$ cat src/rtl/pipeline_hazard_ctrl_if.sv
// rtl/pipeline_hazard_ctrl_if.sv - hazard unit inputs from the pipeline and stall/flush controls back to it
interface pipeline_hazard_ctrl_if #(
  parameter int CNT_W = 16
);
  logic [4:0]       id_rs_i;
  logic [4:0]       id_rt_i;
  logic             id_useRt_i;
  logic             ex_memRead_i;
  logic [4:0]       ex_rt_i;
  logic             branch_taken_i;
  logic             mem_op_i;
  logic             mem_ack_i;
  logic             dmem_req_o;
  logic             pc_write_o;
  logic             ifid_write_o;
  logic             ifid_flush_o;
  logic             idex_bubble_o;
  logic             exmem_write_o;
  logic             memwb_bubble_o;
  logic             err_o;
  logic [CNT_W-1:0] stall_cnt_o;

  modport master (
    output id_rs_i, id_rt_i, id_useRt_i, ex_memRead_i, ex_rt_i,
           branch_taken_i, mem_op_i, mem_ack_i,
    input  dmem_req_o, pc_write_o, ifid_write_o, ifid_flush_o, idex_bubble_o,
           exmem_write_o, memwb_bubble_o, err_o, stall_cnt_o
  );

  modport slave (
    input  id_rs_i, id_rt_i, id_useRt_i, ex_memRead_i, ex_rt_i,
           branch_taken_i, mem_op_i, mem_ack_i,
    output dmem_req_o, pc_write_o, ifid_write_o, ifid_flush_o, idex_bubble_o,
           exmem_write_o, memwb_bubble_o, err_o, stall_cnt_o
  );
endinterface

$ cat src/rtl/pipeline_hazard_ctrl.sv
// rtl/pipeline_hazard_ctrl.sv - stall/flush controller for the 5-stage pipeline
module pipeline_hazard_ctrl #(
  parameter int MEM_TIMEOUT = 64,
  parameter int CNT_W       = 16
) (
  input  logic                  clk_i,
  input  logic                  rst_i,
  pipeline_hazard_ctrl_if.slave hz
);
  localparam int            TW        = $clog2(MEM_TIMEOUT);
  localparam logic [TW-1:0] TCNT_LAST = TW'(MEM_TIMEOUT - 1);

  typedef enum logic [1:0] {
    RUN      = 2'd0,
    MEM_WAIT = 2'd1,
    ERROR    = 2'd2
  } state_e;

  state_e           state_q, state_d;
  logic [TW-1:0]    tcnt_q, tcnt_d;
  logic [CNT_W-1:0] stall_cnt_q, stall_cnt_d;

  logic load_use;
  logic mem_stall;
  logic dmem_req;
  logic pc_write;
  logic ifid_write;
  logic ifid_flush;
  logic idex_bubble;
  logic exmem_write;
  logic memwb_bubble;

  assign load_use = hz.ex_memRead_i && (hz.ex_rt_i != 5'd0) &&
                    ((hz.ex_rt_i == hz.id_rs_i) ||
                     (hz.id_useRt_i && (hz.ex_rt_i == hz.id_rt_i)));

  always_comb begin
    state_d   = state_q;
    tcnt_d    = tcnt_q;
    mem_stall = 1'b0;
    dmem_req  = 1'b0;
    unique case (state_q)
      RUN: begin
        dmem_req = hz.mem_op_i;
        if (hz.mem_op_i && !hz.mem_ack_i) begin
          mem_stall = 1'b1;
          state_d   = MEM_WAIT;
          tcnt_d    = TW'(1);
        end
      end
      MEM_WAIT: begin
        dmem_req = 1'b1;
        // An ack in the timeout cycle still completes the access.
        if (!hz.mem_ack_i) begin
          mem_stall = 1'b1;
          tcnt_d    = tcnt_q + 1'b1;
          if (tcnt_q == TCNT_LAST) begin
            state_d = ERROR;
          end
        end else begin
          state_d = RUN;
          tcnt_d  = '0;
        end
      end
      default: begin
        dmem_req = 1'b0;
      end
    endcase
  end

  always_comb begin
    pc_write     = 1'b1;
    ifid_write   = 1'b1;
    ifid_flush   = 1'b0;
    idex_bubble  = 1'b0;
    exmem_write  = 1'b1;
    memwb_bubble = 1'b0;
    if (state_q == ERROR) begin
      pc_write     = 1'b0;
      ifid_write   = 1'b0;
      exmem_write  = 1'b0;
      idex_bubble  = 1'b1;
      memwb_bubble = 1'b1;
    end else if (mem_stall) begin
      // ID/EX holds with the PC rather than bubbling.
      pc_write     = 1'b0;
      ifid_write   = 1'b0;
      exmem_write  = 1'b0;
      memwb_bubble = 1'b1;
    end else if (load_use) begin
      pc_write    = 1'b0;
      ifid_write  = 1'b0;
      idex_bubble = 1'b1;
    end else if (hz.branch_taken_i) begin
      ifid_flush = 1'b1;
    end

    stall_cnt_d = stall_cnt_q;
    if (!pc_write && (stall_cnt_q != '1)) begin
      stall_cnt_d = stall_cnt_q + 1'b1;
    end
  end

  always_ff @(posedge clk_i or negedge rst_i) begin
    if (!rst_i) begin
      state_q     <= RUN;
      tcnt_q      <= '0;
      stall_cnt_q <= '0;
    end else begin
      state_q     <= state_d;
      tcnt_q      <= tcnt_d;
      stall_cnt_q <= stall_cnt_d;
    end
  end

  // Reset forces a safe frozen/bubbled pipeline without waiting for a clock.
  assign hz.dmem_req_o     = rst_i & dmem_req;
  assign hz.pc_write_o     = rst_i & pc_write;
  assign hz.ifid_write_o   = rst_i & ifid_write;
  assign hz.ifid_flush_o   = rst_i & ifid_flush;
  assign hz.exmem_write_o  = rst_i & exmem_write;
  assign hz.idex_bubble_o  = ~rst_i | idex_bubble;
  assign hz.memwb_bubble_o = ~rst_i | memwb_bubble;
  assign hz.err_o          = rst_i & (state_q == ERROR);
  assign hz.stall_cnt_o    = stall_cnt_q;
endmodule

$ cat src/flat_wrapper.sv
// flat-port wrapper written by rule: the top's interface ports become plain ports
module pipeline_hazard_ctrl_flat 
#(
  parameter int MEM_TIMEOUT = 64,
  parameter int CNT_W       = 16
)
  (clk_i, rst_i, hz_id_rs_i, hz_id_rt_i, hz_id_useRt_i, hz_ex_memRead_i, hz_ex_rt_i, hz_branch_taken_i, hz_mem_op_i, hz_mem_ack_i, hz_dmem_req_o, hz_pc_write_o, hz_ifid_write_o, hz_ifid_flush_o, hz_idex_bubble_o, hz_exmem_write_o, hz_memwb_bubble_o, hz_err_o, hz_stall_cnt_o);
  pipeline_hazard_ctrl_if #(.CNT_W(CNT_W)) hz_i ();
  input  logic clk_i;
  input  logic rst_i;
  input wire logic [$bits(hz_i.id_rs_i)-1:0] hz_id_rs_i;
  input wire logic [$bits(hz_i.id_rt_i)-1:0] hz_id_rt_i;
  input wire logic [$bits(hz_i.id_useRt_i)-1:0] hz_id_useRt_i;
  input wire logic [$bits(hz_i.ex_memRead_i)-1:0] hz_ex_memRead_i;
  input wire logic [$bits(hz_i.ex_rt_i)-1:0] hz_ex_rt_i;
  input wire logic [$bits(hz_i.branch_taken_i)-1:0] hz_branch_taken_i;
  input wire logic [$bits(hz_i.mem_op_i)-1:0] hz_mem_op_i;
  input wire logic [$bits(hz_i.mem_ack_i)-1:0] hz_mem_ack_i;
  output wire logic [$bits(hz_i.dmem_req_o)-1:0] hz_dmem_req_o;
  output wire logic [$bits(hz_i.pc_write_o)-1:0] hz_pc_write_o;
  output wire logic [$bits(hz_i.ifid_write_o)-1:0] hz_ifid_write_o;
  output wire logic [$bits(hz_i.ifid_flush_o)-1:0] hz_ifid_flush_o;
  output wire logic [$bits(hz_i.idex_bubble_o)-1:0] hz_idex_bubble_o;
  output wire logic [$bits(hz_i.exmem_write_o)-1:0] hz_exmem_write_o;
  output wire logic [$bits(hz_i.memwb_bubble_o)-1:0] hz_memwb_bubble_o;
  output wire logic [$bits(hz_i.err_o)-1:0] hz_err_o;
  output wire logic [$bits(hz_i.stall_cnt_o)-1:0] hz_stall_cnt_o;
  assign hz_i.id_rs_i = hz_id_rs_i;
  assign hz_i.id_rt_i = hz_id_rt_i;
  assign hz_i.id_useRt_i = hz_id_useRt_i;
  assign hz_i.ex_memRead_i = hz_ex_memRead_i;
  assign hz_i.ex_rt_i = hz_ex_rt_i;
  assign hz_i.branch_taken_i = hz_branch_taken_i;
  assign hz_i.mem_op_i = hz_mem_op_i;
  assign hz_i.mem_ack_i = hz_mem_ack_i;
  assign hz_dmem_req_o = hz_i.dmem_req_o;
  assign hz_pc_write_o = hz_i.pc_write_o;
  assign hz_ifid_write_o = hz_i.ifid_write_o;
  assign hz_ifid_flush_o = hz_i.ifid_flush_o;
  assign hz_idex_bubble_o = hz_i.idex_bubble_o;
  assign hz_exmem_write_o = hz_i.exmem_write_o;
  assign hz_memwb_bubble_o = hz_i.memwb_bubble_o;
  assign hz_err_o = hz_i.err_o;
  assign hz_stall_cnt_o = hz_i.stall_cnt_o;
  pipeline_hazard_ctrl #(.MEM_TIMEOUT(MEM_TIMEOUT), .CNT_W(CNT_W)) u_core (.clk_i(clk_i), .rst_i(rst_i), .hz(hz_i));
endmodule
$ cat config.mk
export PLATFORM = sky130hd
export DESIGN_NAME = pipeline_hazard_ctrl_flat
export DESIGN_NICKNAME = d
export VERILOG_FILES = /design/src/rtl/pipeline_hazard_ctrl_if.sv /design/src/rtl/pipeline_hazard_ctrl.sv /design/src/flat_wrapper.sv
export SDC_FILE = /design/constraint.sdc
export NUM_CORES = 1
export LEC_CHECK = 0
export ABC_AREA = 0
export BUFFER_PORTS_ARGS = -buffer_cell sky130_fd_sc_hd__buf_2
export CAP_MARGIN = 20
export CORE_UTILIZATION = 50
export CTS_CLUSTER_DIAMETER = 100
export DETAILED_ROUTE_END_ITERATION = 8
export PLACE_DENSITY = 0.79
export SETUP_SLACK_MARGIN = 0.5
export SYNTH_ARGS = -nofsm -noshare
export SYNTH_HDL_FRONTEND = slang
export SYNTH_SLANG_ARGS = --single-unit
$ cat constraint.sdc
create_clock -name clk_i -period 2.6 [get_ports clk_i]
set_input_delay 0.52 -clock clk_i [delete_from_list [all_inputs] [get_ports clk_i]]
set_output_delay 0.52 -clock clk_i [all_outputs]
set_load 0.05 [all_outputs]
==> metrics.txt <==
worst-margin pin slew=0.495 ns; routed vias/inst=around 5.5; Site Rows=19; dominant cell type by area after synthesis=dfrtp_1; vias in the first global route=between 1k and 1.5k; DRC viols=0; static leakage=0.949 nW; Port Buffer Count=45; Die ar.=3120 um^2; GRT overflow=0; final hold violations=0; syn nets=172; H-tree levels=1; post-synthesis sequential area ratio=41.3%; Syn. warnings=0; Die X=55.9 um; status=finished, final reports clean; CP arrival=1.80 ns; Die H=55.9 um; RSZ-0062 raised after global routing=yes; DRT Pass-1 Iters=4; final hold slack=0.233 ns; Crit Path Class=primary input to output port; fin util=76.8%; PwrDens=453 nW/um^2; fraction of layout cells with a size suffix above 1=48.1%; fin cells=between 200 and 250; Final min period=2.32 ns; clock-pin slew on the worst setup and hold paths=around 0.14 ns; Netlist cell types=37; most numerous cell in the Yosys netlist=dfrtp_1; crit start category=primary input; Worst Path Max Fanout=3; cell count after synthesis=148; first-pass GRT wire length=between 5000 and 6000 um; final WL=3530 um; fin nets=235; EDFF count, synth=0; crit share post-route=89.4%; Slew Limit Fails=0; CTS tree=done; RR Startpoint=u_core.hz.stall_cnt_o[7]; DP HPWL=2350 um; RD Place Congestion=0.819; initial DRC count=46; Ports=46; WL/cell=between 10 and 15 um; Synth area leaders=dfrtp_1, xor2_1, nand2_1, nor2_1, xnor2_1; worst endpoint required time=2.08 ns; core area=2760 um^2; Antenna Nets Post-Route=0; # setup viols final=0; clock insertion delay at the later pin of the skew report=0.32 ns; DR vias=1,316; Mapped Avg Cell Area=9.82 um^2; Clock Skew=just under 0.007 ns; Max Cap Viol=0; R2R Setup Slk=0.60 ns; initial antenna violation count=0; worst reg2reg path endpoint=u_core.hz.stall_cnt_o[13]; Max-slew headroom=66.9%; clk sinks=24; Hold Path Class=primary input to async pin; TritonCTS Buffers=3; total track usage=22.6%; # fillers=181; # diodes=0; end point of the critical path=hz_ifid_flush_o; peak supply drop=0.664 mV; clk root buf=clkbuf_4; CP endpoint kind=output port; Primary FF master, synth=dfrtp_1; largest net degree at the start of global routing=26; Bufs on Longest Clock Path=2; Syn Std Cell Area=1450 um^2; Synth async-reset ratio=100%; Placed Instances=~220; Synth top area share=between 40% and 50%; Yosys reg bits=24; fmax=0.430 GHz; final setup TNS=0 ns; worst r2r path cells=7; Crit. Startpoint=hz_ex_rt_i[4]; Area Growth Syn to Fin=45.7%; Post-synth top cells=dfrtp_1, xor2_1, nand2_1; initial core utilization=52.7%
[worst min-delay path by stage]
stage | start | to
5_1_grt | rst_i | u_core.tcnt_q[0]
4_1_cts | rst_i | u_core.tcnt_q[1]
3_5_place_dp | u_core.hz.stall_cnt_o[0] | u_core.hz.stall_cnt_o[0]
2_1_floorplan | rst_i | u_core.hz.stall_cnt_o[0]
6_report | rst_i | u_core.tcnt_q[3]
3_3_place_gp | u_core.hz.stall_cnt_o[0] | u_core.hz.stall_cnt_o[0]
[sequential cells by signal, indices dropped and copies added, names as in the netlist]
signal / cells
u_core.state_q: 2
u_core.tcnt_q: 6
u_core.hz.stall_cnt_o: 16
[placed cells by master, fill, tap and decap left out, types with 6 or more instances in the layout]
| cell type | netlist | routed |
|---|---|---|
| inv_1 | 7 | 7 |
| buf_4 | 2 | 17 |
| nand2_1 | 14 | 14 |
| buf_6 | 1 | 6 |
| buf_2 | 0 | 36 |
| xor2_1 | 22 | 21 |
| nor2_1 | 13 | 9 |
| nor3_1 | 8 | 7 |
| nor4_4 | 2 | 6 |
| dfrtp_1 | 24 | 20 |
[what timing repair did]
| action | 4_1_cts | 5_1_grt |
|---|---|---|
| resized for setup | 19 | 31 |
| hold buffers | 0 | 0 |
| buffers inserted | 3 | 12 |
| setup endpoints to repair | 6 | 16 |
| pin swaps | 9 | 18 |
[layer usage]
| layer | GRT usage, % | vias to the layer above | share of wire, % |
|---|---|---|---|
| met5 | 0 | - | 0 |
| met4 | 7.32 | 0 | 1.0 |
| met3 | 3.26 | 4 | 2.7 |
| met2 | 39.4 | 28 | 56 |
| met1 | 29.1 | 651 | 41 |
| li1 | - | 633 | - |
[where the power goes]
group / switching [mW] / total, mW / internal, mW
clock network: 0.115 / 0.271 / 0.156
logic: 0.173 / 0.262 / 0.0891
registers: 0.0265 / 0.426 / 0.399
total: 0.314 / 0.959 / 0.644
[critical path, cell delays in order]
cell and delay (ns):
buf_8 0.10, or4_4 0.54, o21ai_4 0.17, nor2_4 0.07, nor2_4 0.12, and2_4 0.16, buf_8 0.13
[logic make-up after synthesis]
family	after synthesis	synth area share, %
buffers and inverters	12	4.13
AND/OR/NAND/NOR	67	27.8
XOR/XNOR	27	16.3
flip-flops	24	41.3
adder cells (fa/ha/maj)	2	1.72
multiplexers	4	3.01
AO/OA/AOI/OAI	12	5.69
[through the flow]
stage | setup WS (ns) | power [mW] | cell area [um^2]
2_1_floorplan | 0.178 | 0.592 | 1500
3_3_place_gp | 0.168 | 0.654 | 1750
3_5_place_dp | 0.113 | 0.668 | 1750
4_1_cts | 0.304 | 0.952 | 1890
5_1_grt | 0.224 | 1.01 | 2120
6_report | 0.276 | 0.959 | 2120
[cell type report]
cell class / instances / area (um^2) / area share, %
clock buffer: 3 / 22.5 / 1.06
clock inverter: 1 / 30.0 / 1.42
inverter: 7 / 26.3 / 1.24
multi-input combinational: 112 / 966 / 45.6
sequential: 24 / 606 / 28.6
tap: 31 / 38.8 / 1.83
timing repair buffer: 63 / 428 / 20.2
(Power assumes the default switching activity.)
